**src/rtl/pipe_ctrl_pkg.sv**
```systemverilog
// pipe_ctrl_pkg: opcodes, control-word layout, FSM encoding and the combinational decoder.
package pipe_ctrl_pkg;
  localparam int CW = 11;
  localparam logic [4:0] OP_R    = 5'b00000;
  localparam logic [4:0] OP_J    = 5'b00001;
  localparam logic [4:0] OP_BNE  = 5'b00010;
  localparam logic [4:0] OP_JAL  = 5'b00011;
  localparam logic [4:0] OP_JR   = 5'b00100;
  localparam logic [4:0] OP_ADDI = 5'b00101;
  localparam logic [4:0] OP_BLT  = 5'b00110;
  localparam logic [4:0] OP_SW   = 5'b00111;
  localparam logic [4:0] OP_LW   = 5'b01000;
  localparam logic [4:0] OP_SETX = 5'b10101;
  localparam logic [4:0] OP_BEX  = 5'b10110;
  localparam logic [4:0] ALU_MUL = 5'b00110;
  localparam logic [4:0] ALU_DIV = 5'b00111;
  localparam int B_REGWRITE = 0;
  localparam int B_ALUSRC   = 1;
  localparam int B_BRANCH   = 2;
  localparam int B_JP       = 3;
  localparam int B_JR       = 4;
  localparam int B_JAL      = 5;
  localparam int B_MEMREAD  = 6;
  localparam int B_MEMWRITE = 7;
  localparam int B_MEMTOREG = 8;
  localparam int B_BEX      = 9;
  localparam int B_SETX     = 10;
  typedef enum logic [1:0] {IDLE = 2'd0, BUSY = 2'd1, DONE = 2'd2} md_state_e;
  function automatic logic [CW-1:0] decode(input logic [4:0] op);
    logic [CW-1:0] w;
    w = '0;
    w[B_REGWRITE] = op == OP_R || op == OP_ADDI || op == OP_JAL || op == OP_LW || op == OP_SETX;
    w[B_ALUSRC]   = op == OP_BNE || op == OP_ADDI || op == OP_SW || op == OP_LW || op == OP_JAL || op == OP_SETX;
    w[B_BRANCH]   = op == OP_BNE || op == OP_BLT;
    w[B_JP]       = op == OP_J;
    w[B_JR]       = op == OP_JR;
    w[B_JAL]      = op == OP_JAL;
    w[B_MEMREAD]  = op == OP_LW;
    w[B_MEMWRITE] = op == OP_SW;
    w[B_MEMTOREG] = op == OP_LW;
    w[B_BEX]      = op == OP_BEX;
    w[B_SETX]     = op == OP_SETX;
    return w;
  endfunction
  function automatic logic is_md(input logic [4:0] op, input logic [4:0] alu);
    return op == OP_R && (alu == ALU_MUL || alu == ALU_DIV);
  endfunction
endpackage

```
**src/rtl/pipe_ctrl_unit_md_seq.sv**
```systemverilog
// md_seq: mul/div occupancy FSM; BUSY for MD_CYCLES-1 cycles then one DONE cycle.
module md_seq
  import pipe_ctrl_pkg::*;
#(
  parameter int MD_CYCLES = 32
) (
  input  logic clock,
  input  logic reset,
  input  logic accept_md,
  input  logic flush,
  output logic busy,
  output logic done,
  output logic md_start
);
  localparam int CNTW = $clog2(MD_CYCLES);
  md_state_e state_q, state_d;
  logic [CNTW-1:0] cnt_q, cnt_d;
  logic md_start_q, md_start_d;
  always_comb begin
    state_d = IDLE;
    cnt_d = cnt_q;
    md_start_d = accept_md;
    if (flush) begin
      cnt_d = '0;
    end else if (accept_md) begin
      state_d = BUSY;
      cnt_d = CNTW'(MD_CYCLES - 2);
    end else if (state_q == BUSY) begin
      state_d = cnt_q == '0 ? DONE : BUSY;
      cnt_d = cnt_q == '0 ? '0 : cnt_q - 1'b1;
    end
  end
  always_ff @(posedge clock or posedge reset) begin
    if (reset) begin
      state_q <= IDLE;
      cnt_q <= '0;
      md_start_q <= 1'b0;
    end else begin
      state_q <= state_d;
      cnt_q <= cnt_d;
      md_start_q <= md_start_d;
    end
  end
  assign busy = state_q == BUSY;
  assign done = state_q == DONE;
  assign md_start = md_start_q;
endmodule

```
**src/rtl/pipe_ctrl_unit.sv**
```systemverilog
// pipe_ctrl_unit: decodes the Decode-stage instruction and carries its control word
// through NUM_STAGES registers, freezing the front end while a mul/div owns Execute.
module pipe_ctrl_unit
  import pipe_ctrl_pkg::*;
#(
  parameter int NUM_STAGES = 3,
  parameter int MD_CYCLES  = 32
) (
  input  logic                     clock,
  input  logic                     reset,
  input  logic                     in_valid,
  input  logic [4:0]               opcode,
  input  logic [4:0]               alu_op,
  input  logic                     stall,
  input  logic                     flush,
  output logic [NUM_STAGES*CW-1:0] ctrl_pipe,
  output logic                     dec_stall,
  output logic                     md_start,
  output logic                     md_ready
);
  logic busy, done, accept_md;
  logic [CW-1:0] stage [NUM_STAGES];
  assign accept_md = in_valid & ~flush & ~stall & ~busy & is_md(opcode, alu_op);
  assign dec_stall = stall | busy;
  assign md_ready = done & ~flush;
  md_seq #(.MD_CYCLES(MD_CYCLES)) u_md_seq (
    .clock(clock),
    .reset(reset),
    .accept_md(accept_md),
    .flush(flush),
    .busy(busy),
    .done(done),
    .md_start(md_start)
  );
  for (genvar k = 0; k < NUM_STAGES; k++) begin : g_st
    logic [CW-1:0] stage_q, stage_d;
    if (k == 0) begin : g_x
      always_comb stage_d = flush ? '0 : (stall | busy) ? stage_q : in_valid ? decode(opcode) : '0;
    end else if (k == 1) begin : g_m
      // a held stage 0 must not be duplicated downstream, so stage 1 takes a bubble
      always_comb stage_d = (stall | busy) ? '0 : stage[0];
    end else begin : g_w
      always_comb stage_d = stage[k-1];
    end
    always_ff @(posedge clock or posedge reset) begin
      if (reset) stage_q <= '0;
      else stage_q <= stage_d;
    end
    assign stage[k] = stage_q;
    assign ctrl_pipe[k*CW +: CW] = stage_q;
  end
endmodule

```
**config.mk**
```make
export PLATFORM = sky130hd
export DESIGN_NAME = pipe_ctrl_unit
export DESIGN_NICKNAME = d
export VERILOG_FILES = /design/src/rtl/pipe_ctrl_pkg.sv /design/src/rtl/pipe_ctrl_unit_md_seq.sv /design/src/rtl/pipe_ctrl_unit.sv
export SDC_FILE = /design/constraint.sdc
export NUM_CORES = 1
export LEC_CHECK = 0
export CAP_MARGIN = 20
export CORE_MARGIN = 2
export CORE_UTILIZATION = 31
export DETAILED_ROUTE_END_ITERATION = 8
export GPL_TIMING_DRIVEN = 0
export PLACE_DENSITY = 0.56
export REMOVE_ABC_BUFFERS = 1
export SYNTH_ARGS = -nofsm -noshare
export SYNTH_HDL_FRONTEND = slang
export SYNTH_SLANG_ARGS = --single-unit
export TNS_END_PERCENT = 10
```
**constraint.sdc**
```tcl
create_clock -name clock -period 1.6 [get_ports clock]
set_clock_uncertainty 0.2 [all_clocks]
set_input_delay 0.32 -clock clock [delete_from_list [all_inputs] [get_ports clock]]
set_output_delay 0.32 -clock clock [all_outputs]
set_load 0.05 [all_outputs]
```
==> results of run 1 <==
-- through the flow --
step	util [%]	cell area, um2	hold slack [ns]
6_report	49.03	2316	0.1415
5_1_grt	49.03	2316	0.1886
4_1_cts	49.03	2316	0.1468
3_5_place_dp	44.69	2111	0.1649
3_3_place_gp	43.52	2056	0.1589
2_1_floorplan	-	1481	0.1819
-- cells by family (layout without fill, tap and decap cells) --
group / after synthesis / after routing / synth area share (%)
simple gates: 38 / 38 / 18.22
flops: 38 / 38 / 62.65
mux: 3 / 3 / 2.143
compound gates: 21 / 21 / 10.80
buf+inv: 18 / 75 / 5.359
fa+ha+maj: 1 / 1 / 0.8243
-- what timing repair did --
action	in CTS	in global routing
gates resized for setup	130	23
gates cloned	0	0
setup endpoints to repair	54	28
buffers inserted	3	1
pin swaps	3	2
endpoints found under the hold margin	0	0
-- how the worst min path moves through the flow --
stage                         endpoint
finish               u_md_seq.cnt_q[2]
detailed placement  g_st[2].stage_q[9]
global route         u_md_seq.cnt_q[4]
CTS                  u_md_seq.cnt_q[2]
floorplan            u_md_seq.cnt_q[0]
global placement    g_st[2].stage_q[9]
-- final cells by class --
class / instances / area (um2) / share of cell area (%)
inverters: 12 / 45.04 / 1.945
flip-flops and latches: 38 / 952.2 / 41.11
repair buffers: 55 / 569.3 / 24.58
well taps: 67 / 83.83 / 3.620
multi-input cells: 63 / 523.0 / 22.58
clock buffers: 6 / 82.58 / 3.566
clock inverters: 2 / 60.06 / 2.593
-- critical path, delay by kind of cell (launching register included) --
kind	cells	cell delay [ns]
buffers and inverters	2	0.22
DFF	1	0.44
and+or+nand+nor	2	0.20
-- routing by layer --
metal / share of wire, % / track usage [%] / vias up / wire (um)
met3: 6.8 / 4.472 / 5 / 217
li1: - / - / 531 / -
met4: 1.4 / 6.667 / 0 / 46
met1: 43 / 16.55 / 524 / 1381
met2: 48 / 20.44 / 42 / 1543
met5: 0 / 0 / - / 0
-- synth_stat cells, drive strengths merged, types with 3 or more instances --
master   n
a21oi    3
o21ai    3
dfrtp   38
buf      6
nor2     8
and2     8
nor4     3
inv     12
a32o     3
nor3     4
a22o     3
-- registers in the layout (all words and copies together), names as in the netlist --
signal	flops
g_st.stage_q	30
u_md_seq.cnt_q	5
u_md_seq.state_q	2
u_md_seq.md_start	1
-- where the power goes --
| part | switching [uW] | internal (uW) | total [uW] |
|---|---|---|---|
| Clock | 332 | 665 | 997 |
| Sequential | 2.44 | 965 | 967 |
| Combinational | 95.1 | 67.7 | 163 |
| Total | 429 | 1700 | 2130 |
-- cells in the final DEF (no fill, tap or decap), types with 3 or more instances in the layout --
master,n
buf_4,4
dlygate4sd2_1,4
clkdlybuf4s18_2,3
inv_1,10
clkdlybuf4s15_2,24
dfrtp_1,37
a21oi_1,3
clkdlybuf4s50_1,7
nor3_2,3
a22o_1,3
and2_1,8
o21ai_1,3
buf_2,7
nor2_1,6
clkbuf_8,6
==> run metrics, run 1 <==
Avg Inst Size Synth=12.75 um2; Total GRT Usage=13.21%; clk root buf=clkbuf_8; fin cells=243; unrepaired setup endpoints after global routing=true; Critical Path Start=u_md_seq.state_q[1]; maximum fanout along the worst path=4; Die X=73.97 um; reg-to-reg endpoint=u_md_seq.cnt_q[0]; reg2reg start=u_md_seq.state_q[0]; Port Buffer Count=49; die footprint=~5500 um2; antenna fix cells=0; CTS Hold Buffers Added=0; worst r2r path cells=6; final worst slack=-0.07229 ns; initial core utilization=32.13%; RePlAce Congestion=between 0.6 and 0.7; top post-synthesis cells by area=dfrtp_1 (63%), and2_1 (3.3%), inv_1 (2.5%); Final Hold Vio Count=0; DP HPWL=2387 um; final worst-path cycle share=104.5%; row count=25; Top FF cell, synth=dfrtp_1; CTS clk-pin slew, worst paths=0.07 ns; IO Pins=51; crit end category=primary output; worst-path cell chain=nor2b_4, nor2_4, inv_2, buf_8; share of cells above drive strength 1=40.34%; largest net degree at the start of global routing=17; CP max-delay cell=dfrtp_2; maximum clock frequency=598.0 MHz; Async SR Flop Fraction=100.0%; crit path DAT=about 1.2 ns; Synth Warn #=0; NumNets Final=191; Vias/cell=approximately 4.5; Worst Tran Pin Value=0.4183 ns; total gr overflow=0; vias in the first global route=roughly 1100; FF+latch count, synth=38; Post-Syn Area=between 1500 and 2000 um2; Max Buffers Root-to-Sink=2; Power Density=918.1 nW/um2; Max-slew headroom=72.09%; setup slack, reg-to-reg=0 ns; Mapped Cells=119; Setup WS pre-CTS=-1.191 ns; share of the synthesized area in the top cell type=a little over three fifths; Num CTS Buffers=5; Synth area leader=dfrtp_1; CP max stage delay=0.44 ns; DRC=0; DR WL/cell=13.12 um; Clk Latency, worst-skew pair=approximately 0.29 ns; failing checks=negative setup slack; crit path to=dec_stall; Tot Pwr=around 2100 uW; Total Routed Length=3189 um; startpoint class of the critical path=flop; maximum VDD drop=0.0002937 V; post-synthesis cell type count=40; min Tclk post-route=1.672 ns; Antenna Nets Post-Route=0; Initial DRT Pass Iterations=4; critical path class=reg2out; final setup TNS=-0.07229 ns; Fillers=422; Inst Count DP=between 200 and 250; total core area=4723 um2; max-cap viol count=0; Final Max Slew Viols=0; final setup vio count=1; first-pass GRT wire length=5340 um; CTS tree=done; outcome=complete, but fails checks; Hold Crit Class=in2async; Die Ht=between 70 and 80 um; sequential fraction of the synthesis area=62.65%; Clock Sinks=38; Area Growth Syn to Fin=52.60%; via count=1102; Pleak=0.001065 uW; DR iter-0 viols=46; H-tree depth=2; WP data required=1.08 ns; number of flops mapped to enable cells by yosys=0; initial antenna violation count=0
(Power assumes the default switching activity.)
==> run 2, diff against run 1 <==
--- a/config.mk
+++ b/config.mk
@@ -10,7 +10,8 @@
 export CORE_UTILIZATION = 31
 export DETAILED_ROUTE_END_ITERATION = 8
 export GPL_TIMING_DRIVEN = 0
-export PLACE_DENSITY = 0.56
+export PLACE_DENSITY = 0.68
+export RECOVER_POWER = 100
 export REMOVE_ABC_BUFFERS = 1
 export SYNTH_ARGS = -nofsm -noshare
 export SYNTH_HDL_FRONTEND = slang
==> run metrics, run 2 (same netlist as run 1, synthesis figures left out) <==
outcome=complete, but fails checks; failing checks=negative setup slack; crit-path leading delay family=flip-flops; critical path class=reg2out; die footprint=5472 um2; biggest regs=g_st.stage_q: 30 flops, u_md_seq.cnt_q: 5 flops, u_md_seq.state_q: 2 flops; Max Buffers Root-to-Sink=2; Worst Tran Pin Value=between 0.5 and 0.6 ns; Area Growth Syn to Fin=48.47%; Crit path buffers/inverters=2; largest net degree at the start of global routing=27; crit end category=primary output; largest reg by FF count=g_st.stage_q; Largest register FFs=30; vias in the first global route=1128; Pleak=~0.0010 uW; CP max stage delay=0.38 ns; CTS tree=done; maximum fanout along the worst path=3; maximum VDD drop=0.0002430 V; commonest non-fill, non-tap cell in the layout=dfrtp_1; DR iter-0 viols=58; final worst-path cycle share=104.3%; final setup TNS=-0.1305 ns; placed inst area=around 2100 um2; IO Pins=between 50 and 60; clk root buf=clkbuf_8; Initial DRT Pass Iterations=4; Num CTS Buffers=5; RePlAce Congestion=a little under 0.7; final setup vio count=4; DRC=0; initial core utilization=between 30% and 40%; NumNets Final=between 150 and 200; CTS Hold Buffers Added=0; Max-slew headroom=61.20%; antenna fix cells=0; Power Density=slightly below 800 nW/um2; most frequent cells in the layout=dfrtp_1 (38), clkdlybuf4s15_2 (24), inv_1 (10); total core area=4723 um2; Die X=73.97 um; crit path DAT=1.15 ns; setup slack, reg-to-reg=-0.05 ns; Final Hold Vio Count=0; DP HPWL=approximately 2400 um; min Tclk post-route=1.669 ns; initial antenna violation count=0; Setup WS pre-CTS=-1.220 ns; Die Ht=73.97 um; first-pass GRT wire length=5092 um; Hold Crit Class=reg2reg; Antenna Nets Post-Route=0; DR WL/cell=13.50 um; Port Buffer Count=a little under 50; unrepaired setup endpoints after global routing=true; CP max-delay cell=dfrtp_1; final worst slack=-0.06880 ns; max-cap viol count=0; Total Routed Length=between 3000 and 4000 um; design area=2253 um2; Total GRT Usage=12.59%; startpoint class of the critical path=flop; row count=25; Vias/cell=between 4 and 5; total gr overflow=0; Clock Sinks=38; Clk Latency, worst-skew pair=0.28 ns; via count=1130; H-tree depth=2; maximum clock frequency=599.2 MHz; WP data required=1.08 ns; Final Max Slew Viols=0; CTS clk-pin slew, worst paths=around 0.07 ns; share of cells above drive strength 1=40.11%; worst-path cell chain=nor2b_4, nor2_4, inv_2, buf_8
[run 2: cell count changes in the layout (fill, tap and decap cells not counted), sizes merged]
cell           change
dlymetal6s2s       -1
clkdlybuf4s18      +1
clkbuf             +1
clkinv             +1
dlygate4sd3        +1
bufinv             -2
clkdlybuf4s50      -3
dlygate4sd2        +3
[run 2: stage by stage]
| stage | hold slack (ns) | power (uW) | std cells | util [%] |
|---|---|---|---|---|
| 6_report | 0.1758 | 1767 | 244 | 47.71 |
| 2_1_floorplan | 0.1819 | 1052 | 113 | - |
| 4_1_cts | 0.1811 | 1786 | 242 | 47.79 |
| 3_3_place_gp | 0.1593 | 1123 | 229 | 43.52 |
| 3_5_place_dp | 0.1671 | 1135 | 230 | 44.11 |
| 5_1_grt | 0.1945 | 1835 | 244 | 47.71 |
[run 2: routing by layer]
layer	track usage (%)	up-vias	part of all wire (%)
met2	19.94	53	49
met3	4.336	9	6.5
li1	-	532	-
met4	6.869	0	2.7
met1	15.11	536	42
met5	0	-	0
[run 2: final timing paths]
| kind | from | end | depth (start not counted) |
|---|---|---|---|
| worst max-delay path | u_md_seq.state_q[0] | dec_stall | 4 |
| max in group asynchronous | reset | g_st[2].stage_q[2] | 3 |
| worst max register to register | u_md_seq.state_q[1] | u_md_seq.cnt_q[1] | 5 |
| min in group asynchronous | reset | g_st[2].stage_q[0] | 2 |
| worst min-delay path | g_st[1].stage_q[4] | g_st[2].stage_q[4] | 0 |
| worst min register to register | g_st[1].stage_q[4] | g_st[2].stage_q[4] | 0 |
[run 2: cell type report]
cell class | count | area, um2
clock buffer | 7 | 86.33
clock inverter | 1 | 5.005
fill | 418 | 2470
inverter | 12 | 45.04
multi-input combinational | 63 | 523.0
sequential | 38 | 950.9
tap | 67 | 83.83
timing repair buffer | 56 | 559.3
[run 2: what timing repair did]
item,CTS,global route
endpoints found under the hold margin,0,0
setup endpoints to repair,63,29
pin swaps,5,1
buffers inserted,4,2
gates resized for setup,130,24
[run 2: worst register-to-register path, cell delays in order (launching register included)]
cell and delay (ns):
dfrtp_1 0.42, buf_4 0.15, nand2b_4 0.13, a31o_1 0.23, or3_1 0.33, o311ai_1 0.09
[run 2: where the power goes]
| group | leakage (uW) | internal, uW | switching, uW |
|---|---|---|---|
| clock | 0.0000482 | 347 | 305 |
| combinational | 0.000457 | 57.2 | 90.2 |
| sequential | 0.000530 | 965 | 2.37 |
| total | 0.00104 | 1370 | 398 |
